<file path="src/rtl/qei_multi.sv">
// Multi-channel quadrature encoder interface with filtered inputs, index capture and an Avalon-MM register map.
// Optional velocity measurement is built in when QEI_VELOCITY_EN is defined.
module qei_multi #(
  parameter int unsigned NUM_CH     = 3,
  parameter int unsigned CNT_W      = 32,
  parameter int unsigned FILT_W     = 4,
  parameter int unsigned VEL_PERIOD = 50000
) (
  input  logic                  clk,
  input  logic                  reset,
  input  logic [3*NUM_CH-1:0]   enc_abz,
  input  logic [7:0]            avs_address,
  input  logic                  avs_read,
  input  logic                  avs_write,
  input  logic [31:0]           avs_writedata,
  output logic [31:0]           avs_readdata,
  output logic                  err_irq
);

  localparam int unsigned NP       = 3 * NUM_CH;
  localparam int unsigned FCW      = 4;
  localparam int unsigned WCW      = 5;
  localparam int unsigned WARM_LEN = 2 + FILT_W;
  localparam int unsigned NWORDS   = 4 * NUM_CH;

  // Gray position of an {A,B} pair along the forward sequence 00->10->11->01
  function automatic logic [1:0] quad_idx(input logic [1:0] ab);
    case (ab)
      2'b00:   quad_idx = 2'd0;
      2'b10:   quad_idx = 2'd1;
      2'b11:   quad_idx = 2'd2;
      default: quad_idx = 2'd3;
    endcase
  endfunction

  logic [NP-1:0]    sync1, sync2, filt, filt_q;
  logic [FCW-1:0]   fcnt [NP];
  logic [WCW-1:0]   warm_cnt;
  logic             warming;

  logic [CNT_W-1:0] pos     [NUM_CH];
  logic [CNT_W-1:0] idx_reg [NUM_CH];
  logic [1:0]       status  [NUM_CH];

  logic [NUM_CH-1:0] cnt_up, cnt_dn, ill_set, z_rise, pos_wr, st_wr;
  logic              wr_hit, rd_hit, err_any;
  logic [31:0]       rd_data;

  assign warming = (warm_cnt != WCW'(WARM_LEN));
  assign wr_hit  = avs_write && (avs_address < 8'(NWORDS));
  assign rd_hit  = (avs_address < 8'(NWORDS));

  // Synchronizers, stability filters and warm-up tracking
  always_ff @(posedge clk) begin
    if (reset) begin
      sync1    <= '0;
      sync2    <= '0;
      filt     <= '0;
      filt_q   <= '0;
      warm_cnt <= '0;
      for (int i = 0; i < NP; i++) fcnt[i] <= '0;
    end else begin
      sync1  <= enc_abz;
      sync2  <= sync1;
      filt_q <= warming ? sync2 : filt;
      if (warming) warm_cnt <= warm_cnt + WCW'(1);
      for (int i = 0; i < NP; i++) begin
        if (warming) begin
          filt[i] <= sync2[i];
          fcnt[i] <= '0;
        end else if (sync2[i] != filt[i]) begin
          if (fcnt[i] == FCW'(FILT_W - 1)) begin
            filt[i] <= sync2[i];
            fcnt[i] <= '0;
          end else begin
            fcnt[i] <= fcnt[i] + FCW'(1);
          end
        end else begin
          fcnt[i] <= '0;
        end
      end
    end
  end

  // Quadrature decode and bus write decode
  always_comb begin
    cnt_up  = '0;
    cnt_dn  = '0;
    ill_set = '0;
    z_rise  = '0;
    pos_wr  = '0;
    st_wr   = '0;
    for (int k = 0; k < NUM_CH; k++) begin
      if (!warming) begin
        ill_set[k] = (filt[3*k+2] != filt_q[3*k+2]) && (filt[3*k+1] != filt_q[3*k+1]);
        cnt_up[k]  = quad_idx({filt[3*k+2], filt[3*k+1]}) ==
                     quad_idx({filt_q[3*k+2], filt_q[3*k+1]}) + 2'd1;
        cnt_dn[k]  = quad_idx({filt_q[3*k+2], filt_q[3*k+1]}) ==
                     quad_idx({filt[3*k+2], filt[3*k+1]}) + 2'd1;
        z_rise[k]  = filt[3*k] & ~filt_q[3*k];
      end
      pos_wr[k] = wr_hit && (avs_address[7:2] == 6'(k)) && (avs_address[1:0] == 2'd0);
      st_wr[k]  = wr_hit && (avs_address[7:2] == 6'(k)) && (avs_address[1:0] == 2'd2);
    end
  end

  // Per-channel position, index and sticky status; a bus write beats a count
  always_ff @(posedge clk) begin
    if (reset) begin
      for (int k = 0; k < NUM_CH; k++) begin
        pos[k]     <= '0;
        idx_reg[k] <= '0;
        status[k]  <= '0;
      end
    end else begin
      for (int k = 0; k < NUM_CH; k++) begin
        if (pos_wr[k])      pos[k] <= avs_writedata[CNT_W-1:0];
        else if (cnt_up[k]) pos[k] <= pos[k] + CNT_W'(1);
        else if (cnt_dn[k]) pos[k] <= pos[k] - CNT_W'(1);
        if (z_rise[k]) idx_reg[k] <= pos[k];
        status[k] <= (status[k] & ~(st_wr[k] ? avs_writedata[1:0] : 2'b00)) |
                     {z_rise[k], ill_set[k]};
      end
    end
  end

`ifdef QEI_VELOCITY_EN
  localparam int unsigned VCW = (VEL_PERIOD > 1) ? $clog2(VEL_PERIOD) : 1;

  logic [VCW-1:0]   vel_cnt;
  logic [CNT_W-1:0] vel  [NUM_CH];
  logic [CNT_W-1:0] snap [NUM_CH];

  // Window counter; each wrap latches the position delta over the last window
  always_ff @(posedge clk) begin
    if (reset) begin
      vel_cnt <= '0;
      for (int k = 0; k < NUM_CH; k++) begin
        vel[k]  <= '0;
        snap[k] <= '0;
      end
    end else if (vel_cnt == VCW'(VEL_PERIOD - 1)) begin
      vel_cnt <= '0;
      for (int k = 0; k < NUM_CH; k++) begin
        vel[k]  <= pos[k] - snap[k];
        snap[k] <= pos[k];
      end
    end else begin
      vel_cnt <= vel_cnt + VCW'(1);
    end
  end
`endif

  // Read mux and interrupt source
  always_comb begin
    rd_data = '0;
    err_any = 1'b0;
    for (int k = 0; k < NUM_CH; k++) begin
      err_any = err_any | status[k][0];
      if (rd_hit && (avs_address[7:2] == 6'(k))) begin
        case (avs_address[1:0])
          2'd0:    rd_data = 32'(pos[k]);
          2'd1:    rd_data = 32'(idx_reg[k]);
          2'd2:    rd_data = {30'd0, status[k]};
`ifdef QEI_VELOCITY_EN
          default: rd_data = 32'($signed(vel[k]));
`else
          default: rd_data = '0;
`endif
        endcase
      end
    end
  end

  always_ff @(posedge clk) begin
    if (reset) begin
      avs_readdata <= '0;
      err_irq      <= 1'b0;
    end else begin
      if (avs_read) avs_readdata <= rd_data;
      err_irq <= err_any;
    end
  end

endmodule
</file>
<file path="config.mk">
export PLATFORM = sky130hd
export DESIGN_NAME = qei_multi
export DESIGN_NICKNAME = d
export VERILOG_FILES = /design/src/rtl/qei_multi.sv
export SDC_FILE = /design/constraint.sdc
export NUM_CORES = 1
export LEC_CHECK = 0
export ABC_AREA = 0
export ABC_CLOCK_PERIOD_IN_PS = 6500
export BUFFER_PORTS_ARGS = -buffer_cell sky130_fd_sc_hd__buf_2
export CORE_MARGIN = 8
export CORE_UTILIZATION = 58
export CTS_CLUSTER_DIAMETER = 100
export DETAILED_ROUTE_END_ITERATION = 8
export PLACE_DENSITY_LB_ADDON = 0.08
export SLEW_MARGIN = 15
export SYNTH_ARGS = -nofsm -noshare
export SYNTH_HDL_FRONTEND = slang
export SYNTH_SLANG_ARGS = --single-unit
</file>
<file path="constraint.sdc">
create_clock -name clk -period 6.5 [get_ports clk]
set_input_delay 0.325 -clock clk [delete_from_list [all_inputs] [get_ports clk]]
set_output_delay 0.325 -clock clk [all_outputs]
set_load 0.1 [all_outputs]
</file>
# Yosys cells after proc, flatten, opt, wreduce, memory -nomap -nowiden
# Memories as Yosys holds them, arrays and structs flattened.
# Index checks and enable logic that the tools add are counted.
[op_classes]
order_cmp = 1
addsub = 22
mux = 289
n_bitwise = 68
n_reduce_logical = 51
n_eq_ne = 47
[ops]
columns = ["op", "n"]
rows = [
  ["two-way mux 32 bit", 15],
  ["case mux 32 bit (3 select lines)", 3],
  ["two-way mux 1 bit", 216],
  ["two-way mux 4 bit", 36],
  ["adder 32 x 1 -> 32 bit, second input constant", 3],
  ["subtractor 32 x 1 -> 32 bit, second input constant", 3],
  ["bitwise OR 1 bit", 53],
  ["adder 4 x 1 -> 4 bit, second input constant", 9],
  ["equality test 4 x 2 -> 1 bit, second input constant", 9],
  ["case mux 2 bit (3 select lines)", 6],
  ["nonzero test 2 bit", 18],
  ["equality test 2 bit, second input constant", 13],
  ["two-way mux 2 bit", 12],
  ["AND reduction 2 bit", 9],
  ["logical AND 1 bit", 16],
  ["!= test 1 bit", 15],
  ["zero test 2 bit", 7],
  ["adder 2 x 1 -> 2 bit, second input constant", 6],
  ["equality test 2 bit", 6],
  ["two-way mux 9 bit", 1],
  ["less-than comparator 8 x 4 -> 1 bit, second input constant", 1],
  ["bitwise AND 2 bit", 3],
  ["equality test 6 x 1 -> 1 bit, second input constant", 1],
  ["equality test 6 x 2 -> 1 bit, second input constant", 1],
  ["8 further kinds", 16],
]
[word_totals]
mem_count = 4
input_bits = 53
output_inout_bits = 33
mem_bits_rw = 234
elab_cells = 497
regBits = 74
[memory_table]
columns = ["name", "depth", "word_bits", "read_ports", "rd_ports_with_merged_regs", "wr", "line", "text"]
rows = [
  ["idx_reg", 3, 32, 3, 0, 3, "42", "logic [CNT_W-1:0] idx_reg [NUM_CH];"],
  ["pos", 3, 32, 3, 0, 3, "41", "logic [CNT_W-1:0] pos [NUM_CH];"],
  ["fcnt", 9, 4, 9, 0, 9, "37", "logic [FCW-1:0] fcnt [NP];"],
  ["status", 3, 2, 3, 0, 3, "43", "logic [1:0] status [NUM_CH];"],
]

# Depth between registers and ports, before layout
# Gate-level depths: netlist (run 1).
[logic_depth]
depth_word = 12
ltp_mapped = 16

# Least setup slack after synthesis (run 1)
# No wires, ideal clock.
[synth_path]
path_type = "register to register"
start = "register warm_cnt[0]"
end = "memory pos[2][26] (data pin)"
t_required_ns = 6.243
synth_period_minus_slack_ns = 4.671
n_path_buf = 0
setup_ns = 0.257
arrival_time_ns = 4.414
stages_incl_launch_ff = 16
slack_ns = 1.829
path_cell_list = "dfxtp_1 inv_1 ha_1 nand4bb_1 nor2_1 nand2_1 nor2_1 ha_1 a21oi_1 o22a_1 o221ai_1 a21boi_0 or3_1 a31oi_1 or3_1 a32o_1"
[synth_lines]
columns = ["element", "line", "text"]
rows = [
  ["from (decl)", "38", "logic [WCW-1:0] warm_cnt;"],
  ["from (signal assigned)", "66", "if (warming) warm_cnt <= warm_cnt + WCW'(1);"],
  ["to (decl)", "41", ""],
]

==> impl_results.html, run 1 <==
<table>
<tr><th>Metric</th><th>Value</th></tr>
<tr><th colspan="2">Run status</th></tr>
<tr><td>Run status</td><td>finished, final reports clean</td></tr>
<tr><th colspan="2">Flow run</th></tr>
<tr><td>Max-Cap Viols</td><td>0</td></tr>
<tr><th colspan="2">Clocking</th></tr>
<tr><td>Post-CTS resize count</td><td>0</td></tr>
<tr><td>CTS tree</td><td>yes</td></tr>
<tr><td>Total clock buffers created by CTS</td><td>36</td></tr>
<tr><td>Clock transition at the register clock pins on the worst setup and hold paths after CTS</td><td>0.06 ns</td></tr>
<tr><td>Clk_lat worst skew</td><td>0.53 ns</td></tr>
<tr><td>Quantity of hold-fixing buffers added after cts</td><td>0</td></tr>
<tr><td>Setup Buffers After CTS</td><td>0</td></tr>
<tr><td>TritonCTS Sinks</td><td>308</td></tr>
<tr><td>Max clock buf depth</td><td>3</td></tr>
<tr><td>H-tree depth</td><td>2</td></tr>
<tr><td>Clock tree root driver cell</td><td>sky130_fd_sc_hd__clkbuf_16</td></tr>
<tr><th colspan="2">Worst setup path</th></tr>
<tr><td>Destination of the worst register-to-register timing path</td><td>pos[2][26]</td></tr>
<tr><td>Critical path endpoint category</td><td>register</td></tr>
<tr><td>Cell with the largest stage delay on the worst path</td><td>sky130_fd_sc_hd__nor2_2</td></tr>
<tr><td>Series of cell instances along the critical path</td><td>inv_1 &gt; ha_1 &gt; nand4bb_1 &gt; nor2_1 &gt; nand2_1 &gt; nor2_2 &gt; ha_1 &gt; a21oi_1 &gt; o22a_1 &gt; o221ai_1 &gt; a21boi_0 &gt; or3_1 &gt; a31oi_1 &gt; or3_1 &gt; a32o_1</td></tr>
<tr><td>Data arrival time at the worst-slack endpoint</td><td>approximately 5.2 ns</td></tr>
<tr><td>Crit path kind</td><td>register to register</td></tr>
<tr><td>Register-to-Register Path Depth</td><td>15</td></tr>
<tr><td>Worst path buffer plus inverter count</td><td>1</td></tr>
<tr><td>Largest fanout on the critical path</td><td>15</td></tr>
<tr><td>Worst path required time</td><td>6.76 ns</td></tr>
<tr><td>Worst r2r src</td><td>warm_cnt[0]</td></tr>
<tr><td>Setup slack of the most critical reg-to-reg path</td><td>roughly 1.5 ns</td></tr>
<tr><td>CP startpoint kind</td><td>register</td></tr>
<tr><td>Largest incremental delay on the critical path</td><td>roughly 0.70 ns</td></tr>
<tr><td>Largest delay share family, worst path</td><td>simple AND/OR/NAND/NOR gates</td></tr>
<tr><th colspan="2">Timing</th></tr>
<tr><td>RSZ-0062 raised after global routing</td><td>no</td></tr>
<tr><td>Post-route worst setup slack</td><td>1.55 ns</td></tr>
<tr><td>Transition time at the pin with the least slew margin</td><td>1.11 ns</td></tr>
<tr><td>Worst clock skew</td><td>0.0233 ns</td></tr>
<tr><td>Setup TNS after final layout</td><td>0 ns</td></tr>
<tr><td>Final period demand of the worst path</td><td>just under 5 ns</td></tr>
<tr><td>Max-slew headroom</td><td>0.257</td></tr>
<tr><td>Max Transition Viols Final</td><td>0</td></tr>
<tr><td>Final hold violations</td><td>0</td></tr>
<tr><td>Final worst path period share</td><td>0.762</td></tr>
<tr><td>Final count of negative-setup-slack endpoints</td><td>0</td></tr>
<tr><td>Fmax</td><td>slightly above 0.2 GHz</td></tr>
<tr><th colspan="2">Synth</th></tr>
<tr><td>Sequential cell area fraction in the yosys report</td><td>0.449</td></tr>
<tr><td>Count of flip-flops with a built-in enable after synthesis</td><td>228</td></tr>
<tr><td>Mapped Area</td><td>0.0188 mm2</td></tr>
<tr><td>Number of storage elements in the synthesis netlist</td><td>308</td></tr>
<tr><td>Number of library cell types mapped by synthesis</td><td>76</td></tr>
<tr><td>Post-synthesis instance total</td><td>between 2000 and 2500</td></tr>
<tr><td>Predominant post-synthesis flop cell</td><td>sky130_fd_sc_hd__edfxtp_1</td></tr>
<tr><td>Warning count from the yosys run</td><td>0</td></tr>
<tr><td>Mean cell area of the mapped netlist</td><td>9.32 um2</td></tr>
<tr><td>Share of flip-flops with an asynchronous set or reset after synthesis</td><td>0</td></tr>
<tr><th colspan="2">Layout</th></tr>
<tr><td>Ratio of cells with drive above 1 in the final layout</td><td>0.0876</td></tr>
<tr><td>Number of fill cells</td><td>2702</td></tr>
<tr><td>Post-layout util</td><td>0.641</td></tr>
<tr><td>Number of standard cells in the final layout excluding fillers</td><td>between 2000 and 2500</td></tr>
<tr><td>Antenna diode count</td><td>0</td></tr>
<tr><td>Final layout net count</td><td>2163</td></tr>
<tr><td>Total non-filler cell area in the finished layout</td><td>roughly 0.021 mm2</td></tr>
<tr><td>Area growth from synthesis to layout</td><td>9.77%</td></tr>
<tr><th colspan="2">Routing</th></tr>
<tr><td>Routed wl met3</td><td>~4600 um</td></tr>
<tr><td>Via count of the routed design</td><td>15500</td></tr>
<tr><td>First-pass iteration count of the detailed router</td><td>7</td></tr>
<tr><td>Post-Route WL</td><td>55700 um</td></tr>
<tr><td>Final routed wire length divided by cell count</td><td>~22 um</td></tr>
<tr><td>Met2 wire length</td><td>between 20000 and 25000 um</td></tr>
<tr><td>Number of design rule violations left after detail routing</td><td>0</td></tr>
<tr><td>Topmost layer with routed signal wires</td><td>met4</td></tr>
<tr><td>Wl on met1</td><td>~23000 um</td></tr>
<tr><td>Starting DRC count in detailed routing</td><td>1734</td></tr>
<tr><td>Detailed-route vias per instance</td><td>around 6.3</td></tr>
<tr><td>Post-DRT Antenna Nets</td><td>0</td></tr>
<tr><th colspan="2">Die</th></tr>
<tr><td>Overall die width</td><td>about 200 um</td></tr>
<tr><td>Initial core utilization</td><td>0.584</td></tr>
<tr><td>Die Area</td><td>roughly 0.038 mm2</td></tr>
<tr><td>Floorplan Core Area</td><td>around 0.032 mm2</td></tr>
<tr><td>Floorplan row count</td><td>66</td></tr>
<tr><td>Number of top-level pins</td><td>86</td></tr>
<tr><td>Height of the die</td><td>196 um</td></tr>
<tr><th colspan="2">GRT</th></tr>
<tr><td>Global-route wire length before repair</td><td>roughly 86000 um</td></tr>
<tr><td>Antenna violations before repair</td><td>0</td></tr>
<tr><td>Total overflow reported by the global router</td><td>0</td></tr>
<tr><td>Vias in the first global route</td><td>about 15000</td></tr>
<tr><td>Pin count of the biggest net entering global routing</td><td>97</td></tr>
<tr><td>Overall fraction of global-route tracks in use</td><td>0.284</td></tr>
<tr><th colspan="2">Worst hold path</th></tr>
<tr><td>Type of the most critical hold path</td><td>primary input to register</td></tr>
<tr><td>Destination of the worst hold path</td><td>sync1[1]</td></tr>
<tr><td>Worst Hold Launch</td><td>enc_abz[1]</td></tr>
<tr><td>Depth of the worst hold-timing path</td><td>2</td></tr>
<tr><th colspan="2">Power</th></tr>
<tr><td>Power density relative to cell area</td><td>~220 mW/mm2</td></tr>
<tr><td>Leakage power summed over all cells</td><td>around 8.0 nW</td></tr>
<tr><td>Worst IR Drop VDD</td><td>roughly 0.00018 V</td></tr>
<tr><th colspan="2">Placement</th></tr>
<tr><td>Final HPWL from detailed placement</td><td>roughly 39000 um</td></tr>
<tr><td>Instance area after placement</td><td>between 0.015 and 0.02 mm2</td></tr>
<tr><td>Number of buffers added on ports</td><td>85</td></tr>
<tr><td>Worst slack at placement</td><td>around 1.6 ns</td></tr>
<tr><td>Post-placement cell count</td><td>between 2000 and 2500</td></tr>
<tr><td>Final Wtd Congestion</td><td>about 0.92</td></tr>
</table>
[power breakdown]
part | internal (mW) | total, mW | leakage, nW | switching, mW
Combinational | 0.127 | 0.371 | 4.48 | 0.245
Sequential | 2.18 | 2.25 | 3.01 | 0.0744
Clock | 1.11 | 1.92 | 0.537 | 0.814
Total | 3.41 | 4.54 | 8.03 | 1.13
[layout make-up]
| type | count | area (um2) | area share |
|---|---|---|---|
| multi-input cells | 1562 | 9830 | 0.476 |
| flip-flops and latches | 308 | 8450 | 0.409 |
| inverters | 32 | 120 | 0.00582 |
| repair buffers | 112 | 631 | 0.0306 |
| well taps | 408 | 510 | 0.0247 |
| clock inverters | 14 | 101 | 0.00491 |
| clock buffers | 49 | 991 | 0.0480 |
[cell families (layout without fill, tap and decap cells)]
| kind of cell | count (synthesis) | after routing | share of synthesized area |
|---|---|---|---|
| buffers and inverters | 181 | 207 | 0.0373 |
| other | 1 | 36 | 0.000200 |
| DFF | 308 | 308 | 0.449 |
| and+or+nand+nor | 817 | 817 | 0.213 |
| muxes | 112 | 112 | 0.0596 |
| xor gates and xnor gates | 161 | 161 | 0.0750 |
| adders and majority gates | 58 | 58 | 0.0390 |
| AOI/OAI and AO/OA | 378 | 378 | 0.126 |
[cell usage after synthesis (all sizes together) (17+ instances only)]
| cell type | instances | share of area |
|---|---|---|
| mux2i | 112 | 0.060 |
| buf | 18 | 0.0047 |
| dfxtp | 80 | 0.085 |
| xnor2 | 72 | 0.034 |
| a211oi | 19 | 0.0076 |
| o22ai | 49 | 0.016 |
| o21ai | 109 | 0.029 |
| nor3 | 54 | 0.015 |
| a222oi | 21 | 0.011 |
| and2 | 100 | 0.033 |
| inv | 32 | 0.0064 |
| nand3 | 92 | 0.025 |
| nor2b | 29 | 0.0097 |
| clkbuf | 131 | 0.026 |
| ha | 57 | 0.038 |
| nand2b | 33 | 0.011 |
| edfxtp | 228 | 0.36 |
| a21oi | 96 | 0.026 |
| nor2 | 210 | 0.042 |
| nand2 | 197 | 0.039 |
| nor4 | 17 | 0.0057 |
| xor2 | 89 | 0.041 |
[stage by stage]
step           total power, mW  hold slack, ns
2_1_floorplan             2.53           0.414
4_1_cts                   4.57        0.000321
3_3_place_gp              2.65           0.433
5_1_grt                   4.68          0.0109
3_5_place_dp              2.65           0.432
6_report                  4.54          0.0120
[cells in the final DEF, fill, tap and decap left out, drive strengths merged, types with 6 or more instances in the layout]
cell type	count
clkbuf	49
a222oi	21
edfxtp	228
and2	100
a31oi	7
xor2	89
conb	36
nand4	15
buf	112
nand2b	33
a221oi	6
clkinv	10
a21o	9
nand3	92
o21ai	109
nand2	197
or3	16
nor3b	8
or4	13
nor3	54
nor4	17
and3	11
inv	35
nor2b	29
xnor2	72
dfxtp	80
o22ai	49
o211ai	11
a211oi	19
nor2	210
a21oi	96
or2	7
ha	57
mux2i	112
[routing by layer]
layer / vias up / global-route usage
met1: 7375 / 0.387
met2: 731 / 0.435
li1: 7279 / -
met5: - / 0
met4: 0 / 0.149
met3: 151 / 0.0415
[worst max-delay path by stage]
stage | slack, ns | from | depth (start not counted) | end
final | 1.55 | warm_cnt[0] | 15 | pos[2][26]
after global routing | 1.19 | warm_cnt[0] | 15 | pos[2][26]
after CTS | 1.57 | warm_cnt[0] | 15 | pos[2][26]
after detailed placement | 1.63 | warm_cnt[0] | 15 | pos[2][26]
after global placement | 1.73 | warm_cnt[0] | 15 | pos[2][26]
after floorplan | 1.83 | warm_cnt[0] | 15 | pos[2][26]
Power figures use the tool's default switching activity.
==> inputs of run 2 (changes only) <==
- ABC_CLOCK_PERIOD_IN_PS: 6500 -> 5000
- clock period: 6.5 -> 5 ns (I/O delays scaled with it)
==> run 2 against run 1 <==
Against the previous run: routed wire length is 1.7% higher; critical path type unchanged; largest cell class unchanged; maximum frequency is 14% higher; via count is 1.2% higher; critical endpoint unchanged; clock skew hardly changed; final area is 1.2% higher; largest power group unchanged.
==> impl_results.html, run 2 (synthesis results as in run 1) <==
<table>
<tr><th>Metric</th><th>Value</th></tr>
<tr><th colspan="2">Run status</th></tr>
<tr><td>Run status</td><td>finished, final reports clean</td></tr>
<tr><th colspan="2">Routing</th></tr>
<tr><td>Number of design rule violations left after detail routing</td><td>0 (unchanged)</td></tr>
<tr><td>Detailed-route vias per instance</td><td>6.28 (+0.48%)</td></tr>
<tr><td>Post-Route WL</td><td>56600 um (+1.7%)</td></tr>
<tr><td>Starting DRC count in detailed routing</td><td>1663 (-4.1%)</td></tr>
<tr><td>First-pass iteration count of the detailed router</td><td>6 (-1)</td></tr>
<tr><td>Via count of the routed design</td><td>15700 (+1.2%)</td></tr>
<tr><td>Final routed wire length divided by cell count</td><td>22.6 um (+0.95%)</td></tr>
<tr><td>Post-DRT Antenna Nets</td><td>0 (unchanged)</td></tr>
<tr><th colspan="2">GRT</th></tr>
<tr><td>Antenna violations before repair</td><td>0 (unchanged)</td></tr>
<tr><td>Global-route wire length before repair</td><td>87400 um (+2.2%)</td></tr>
<tr><td>Vias in the first global route</td><td>14900 (+1.2%)</td></tr>
<tr><td>Overall fraction of global-route tracks in use</td><td>0.291 (+0.00672)</td></tr>
<tr><td>Pin count of the biggest net entering global routing</td><td>97 (unchanged)</td></tr>
<tr><td>Total overflow reported by the global router</td><td>0 (unchanged)</td></tr>
<tr><th colspan="2">Worst setup path</th></tr>
<tr><td>Data arrival time at the worst-slack endpoint</td><td>4.63 ns (-0.58 ns)</td></tr>
<tr><td>Series of cell instances along the critical path</td><td>inv_1 &gt; ha_1 &gt; nor2b_1 &gt; mux2i_1 &gt; nor2_2 &gt; buf_4 &gt; ha_1 &gt; a21oi_1 &gt; o22a_1 &gt; o221ai_1 &gt; a21boi_0 &gt; or3_1 &gt; a31oi_1 &gt; or3_1 &gt; a32o_1</td></tr>
<tr><td>Worst path required time</td><td>5.28 ns (-1.48 ns)</td></tr>
<tr><td>Crit path kind</td><td>register to register</td></tr>
<tr><td>Critical path endpoint category</td><td>register</td></tr>
<tr><td>CP startpoint kind</td><td>register</td></tr>
<tr><td>Worst r2r src</td><td>filt[8]</td></tr>
<tr><td>Largest incremental delay on the critical path</td><td>0.58 ns (-0.12 ns)</td></tr>
<tr><td>Cell with the largest stage delay on the worst path</td><td>sky130_fd_sc_hd__a21boi_0</td></tr>
<tr><td>Crit path from</td><td>filt[8]</td></tr>
<tr><td>Largest fanout on the critical path</td><td>26 (+11)</td></tr>
<tr><th colspan="2">Clocking</th></tr>
<tr><td>Total clock buffers created by CTS</td><td>37 (+2.8%)</td></tr>
<tr><td>Max clock buf depth</td><td>3 (unchanged)</td></tr>
<tr><td>Setup Buffers After CTS</td><td>0 (unchanged)</td></tr>
<tr><td>H-tree depth</td><td>2 (unchanged)</td></tr>
<tr><td>TritonCTS Sinks</td><td>308 (unchanged)</td></tr>
<tr><td>Clock tree root driver cell</td><td>sky130_fd_sc_hd__clkbuf_16</td></tr>
<tr><td>CTS tree</td><td>yes</td></tr>
<tr><td>Post-CTS resize count</td><td>0 (unchanged)</td></tr>
<tr><td>Clk_lat worst skew</td><td>0.54 ns (about the same)</td></tr>
<tr><td>Clock transition at the register clock pins on the worst setup and hold paths after CTS</td><td>0.06 ns (about the same)</td></tr>
<tr><th colspan="2">Power</th></tr>
<tr><td>Leakage power summed over all cells</td><td>8.16 nW (+1.6%)</td></tr>
<tr><td>Power density relative to cell area</td><td>293 mW/mm2 (+33%)</td></tr>
<tr><td>Worst IR Drop VDD</td><td>0.000302 V (+65%)</td></tr>
<tr><th colspan="2">Timing</th></tr>
<tr><td>Transition time at the pin with the least slew margin</td><td>1.05 ns (-0.0662 ns)</td></tr>
<tr><td>Max-slew headroom</td><td>0.302 (+0.0442)</td></tr>
<tr><td>Worst clock skew</td><td>0.0234 ns (+0.0000795 ns)</td></tr>
<tr><td>Final count of negative-setup-slack endpoints</td><td>0 (unchanged)</td></tr>
<tr><td>Final worst path period share</td><td>0.871 (+0.109)</td></tr>
<tr><td>Final hold violations</td><td>0 (unchanged)</td></tr>
<tr><td>Max Transition Viols Final</td><td>0 (unchanged)</td></tr>
<tr><td>Fmax</td><td>0.230 GHz (+14%)</td></tr>
<tr><td>Setup TNS after final layout</td><td>0 ns (unchanged)</td></tr>
<tr><td>RSZ-0062 raised after global routing</td><td>no</td></tr>
<tr><td>Final period demand of the worst path</td><td>4.36 ns (-0.596 ns)</td></tr>
<tr><th colspan="2">Layout</th></tr>
<tr><td>Total non-filler cell area in the finished layout</td><td>0.0209 mm2 (+1.2%)</td></tr>
<tr><td>Combined area of the multi-input logic cells</td><td>0.00983 mm2 (about the same)</td></tr>
<tr><td>Final layout net count</td><td>2178 (+0.69%)</td></tr>
<tr><td>Post-layout util</td><td>0.648 (+0.00781)</td></tr>
<tr><td>Commonest cells after routing, fill and taps aside</td><td>228 x sky130_fd_sc_hd__edfxtp_1, 209 x sky130_fd_sc_hd__nor2_1, 197 x sky130_fd_sc_hd__nand2_1</td></tr>
<tr><td>Leading cell type in the layout, fill and taps excluded</td><td>sky130_fd_sc_hd__edfxtp_1</td></tr>
<tr><td>Ratio of cells with drive above 1 in the final layout</td><td>0.0926 (+0.00493)</td></tr>
<tr><td>Antenna diode count</td><td>0 (unchanged)</td></tr>
<tr><td>Number of fill cells</td><td>2718 (+0.59%)</td></tr>
<tr><td>Area growth from synthesis to layout</td><td>11.1%</td></tr>
<tr><td>Storage cell area</td><td>0.00845 mm2 (unchanged)</td></tr>
<tr><th colspan="2">Die</th></tr>
<tr><td>Floorplan Core Area</td><td>0.0322 mm2 (unchanged)</td></tr>
<tr><td>Die Area</td><td>0.0384 mm2 (unchanged)</td></tr>
<tr><td>Initial core utilization</td><td>0.584 (unchanged)</td></tr>
<tr><td>Overall die width</td><td>196 um (unchanged)</td></tr>
<tr><td>Floorplan row count</td><td>66 (unchanged)</td></tr>
<tr><td>Height of the die</td><td>196 um (unchanged)</td></tr>
<tr><td>Number of top-level pins</td><td>86 (unchanged)</td></tr>
<tr><th colspan="2">Placement</th></tr>
<tr><td>Final HPWL from detailed placement</td><td>39700 um (+2.4%)</td></tr>
<tr><td>Instance area after placement</td><td>0.0196 mm2 (+0.24%)</td></tr>
<tr><td>Number of buffers added on ports</td><td>85 (unchanged)</td></tr>
<tr><td>Final Wtd Congestion</td><td>0.905 (-1.8%)</td></tr>
<tr><th colspan="2">Worst hold path</th></tr>
<tr><td>Type of the most critical hold path</td><td>primary input to register</td></tr>
<tr><td>Worst Hold Launch</td><td>avs_writedata[27]</td></tr>
<tr><th colspan="2">Flow run</th></tr>
<tr><td>Max-Cap Viols</td><td>0 (unchanged)</td></tr>
</table>
-- run 2: final timing paths --
check,cells after the start,endpoint,slack (ns)
min reg2reg,1,sync2[2],0.44
max,15,pos[2][26],0.64
max reg2reg,15,pos[2][26],0.64
min,3,pos[2][27],0.10
-- run 2: area by class of cell --
type                    instances  area share
clock inverters                19     0.00827
inverters                      32     0.00575
clock buffers                  49      0.0495
multi-input cells            1562       0.471
flip-flops and latches        308       0.405
well taps                     408      0.0244
repair buffers                126      0.0369
-- run 2: critical path: cells and delay by family (launching register included) --
| family | cells | cell delay (ns) |
|---|---|---|
| AOI/OAI and AO/OA | 6 | 1.56 |
| adders and majority gates | 2 | 0.64 |
| buffers and inverters | 2 | 0.42 |
| DFF | 1 | 0.45 |
| muxes | 1 | 0.12 |
| and+or+nand+nor | 4 | 0.88 |
-- run 2: metrics by stage --
stage	power, mW	instances	setup slack, ns	hold WS (ns)
finish	6.11	2504	0.644	0.102
global route	6.29	2504	0.360	0.126
CTS	6.14	2504	0.731	0.0678
detailed placement	3.46	2427	0.780	0.423
global placement	3.44	2427	0.763	0.434
floorplan	3.28	2051	0.329	0.378
-- run 2: routing by layer --
layer,up-vias,GRT usage,wire length (um)
met5,-,0,0
met1,7615,0.394,24300
met2,682,0.452,25200
met3,126,0.0446,4220
li1,7307,-,-
met4,0,0.138,2870
-- run 2: timing repair --
item | in CTS | in global routing
hold buffers | 9 | 0
endpoints found under the hold margin | 9 | 0
setup endpoints to repair | 0 | 0
-- run 2: where the power goes --
part | switching (mW) | internal (mW)
logic | 0.324 | 0.170
registers | 0.0952 | 2.83
clock network | 1.08 | 1.61
total | 1.50 | 4.61
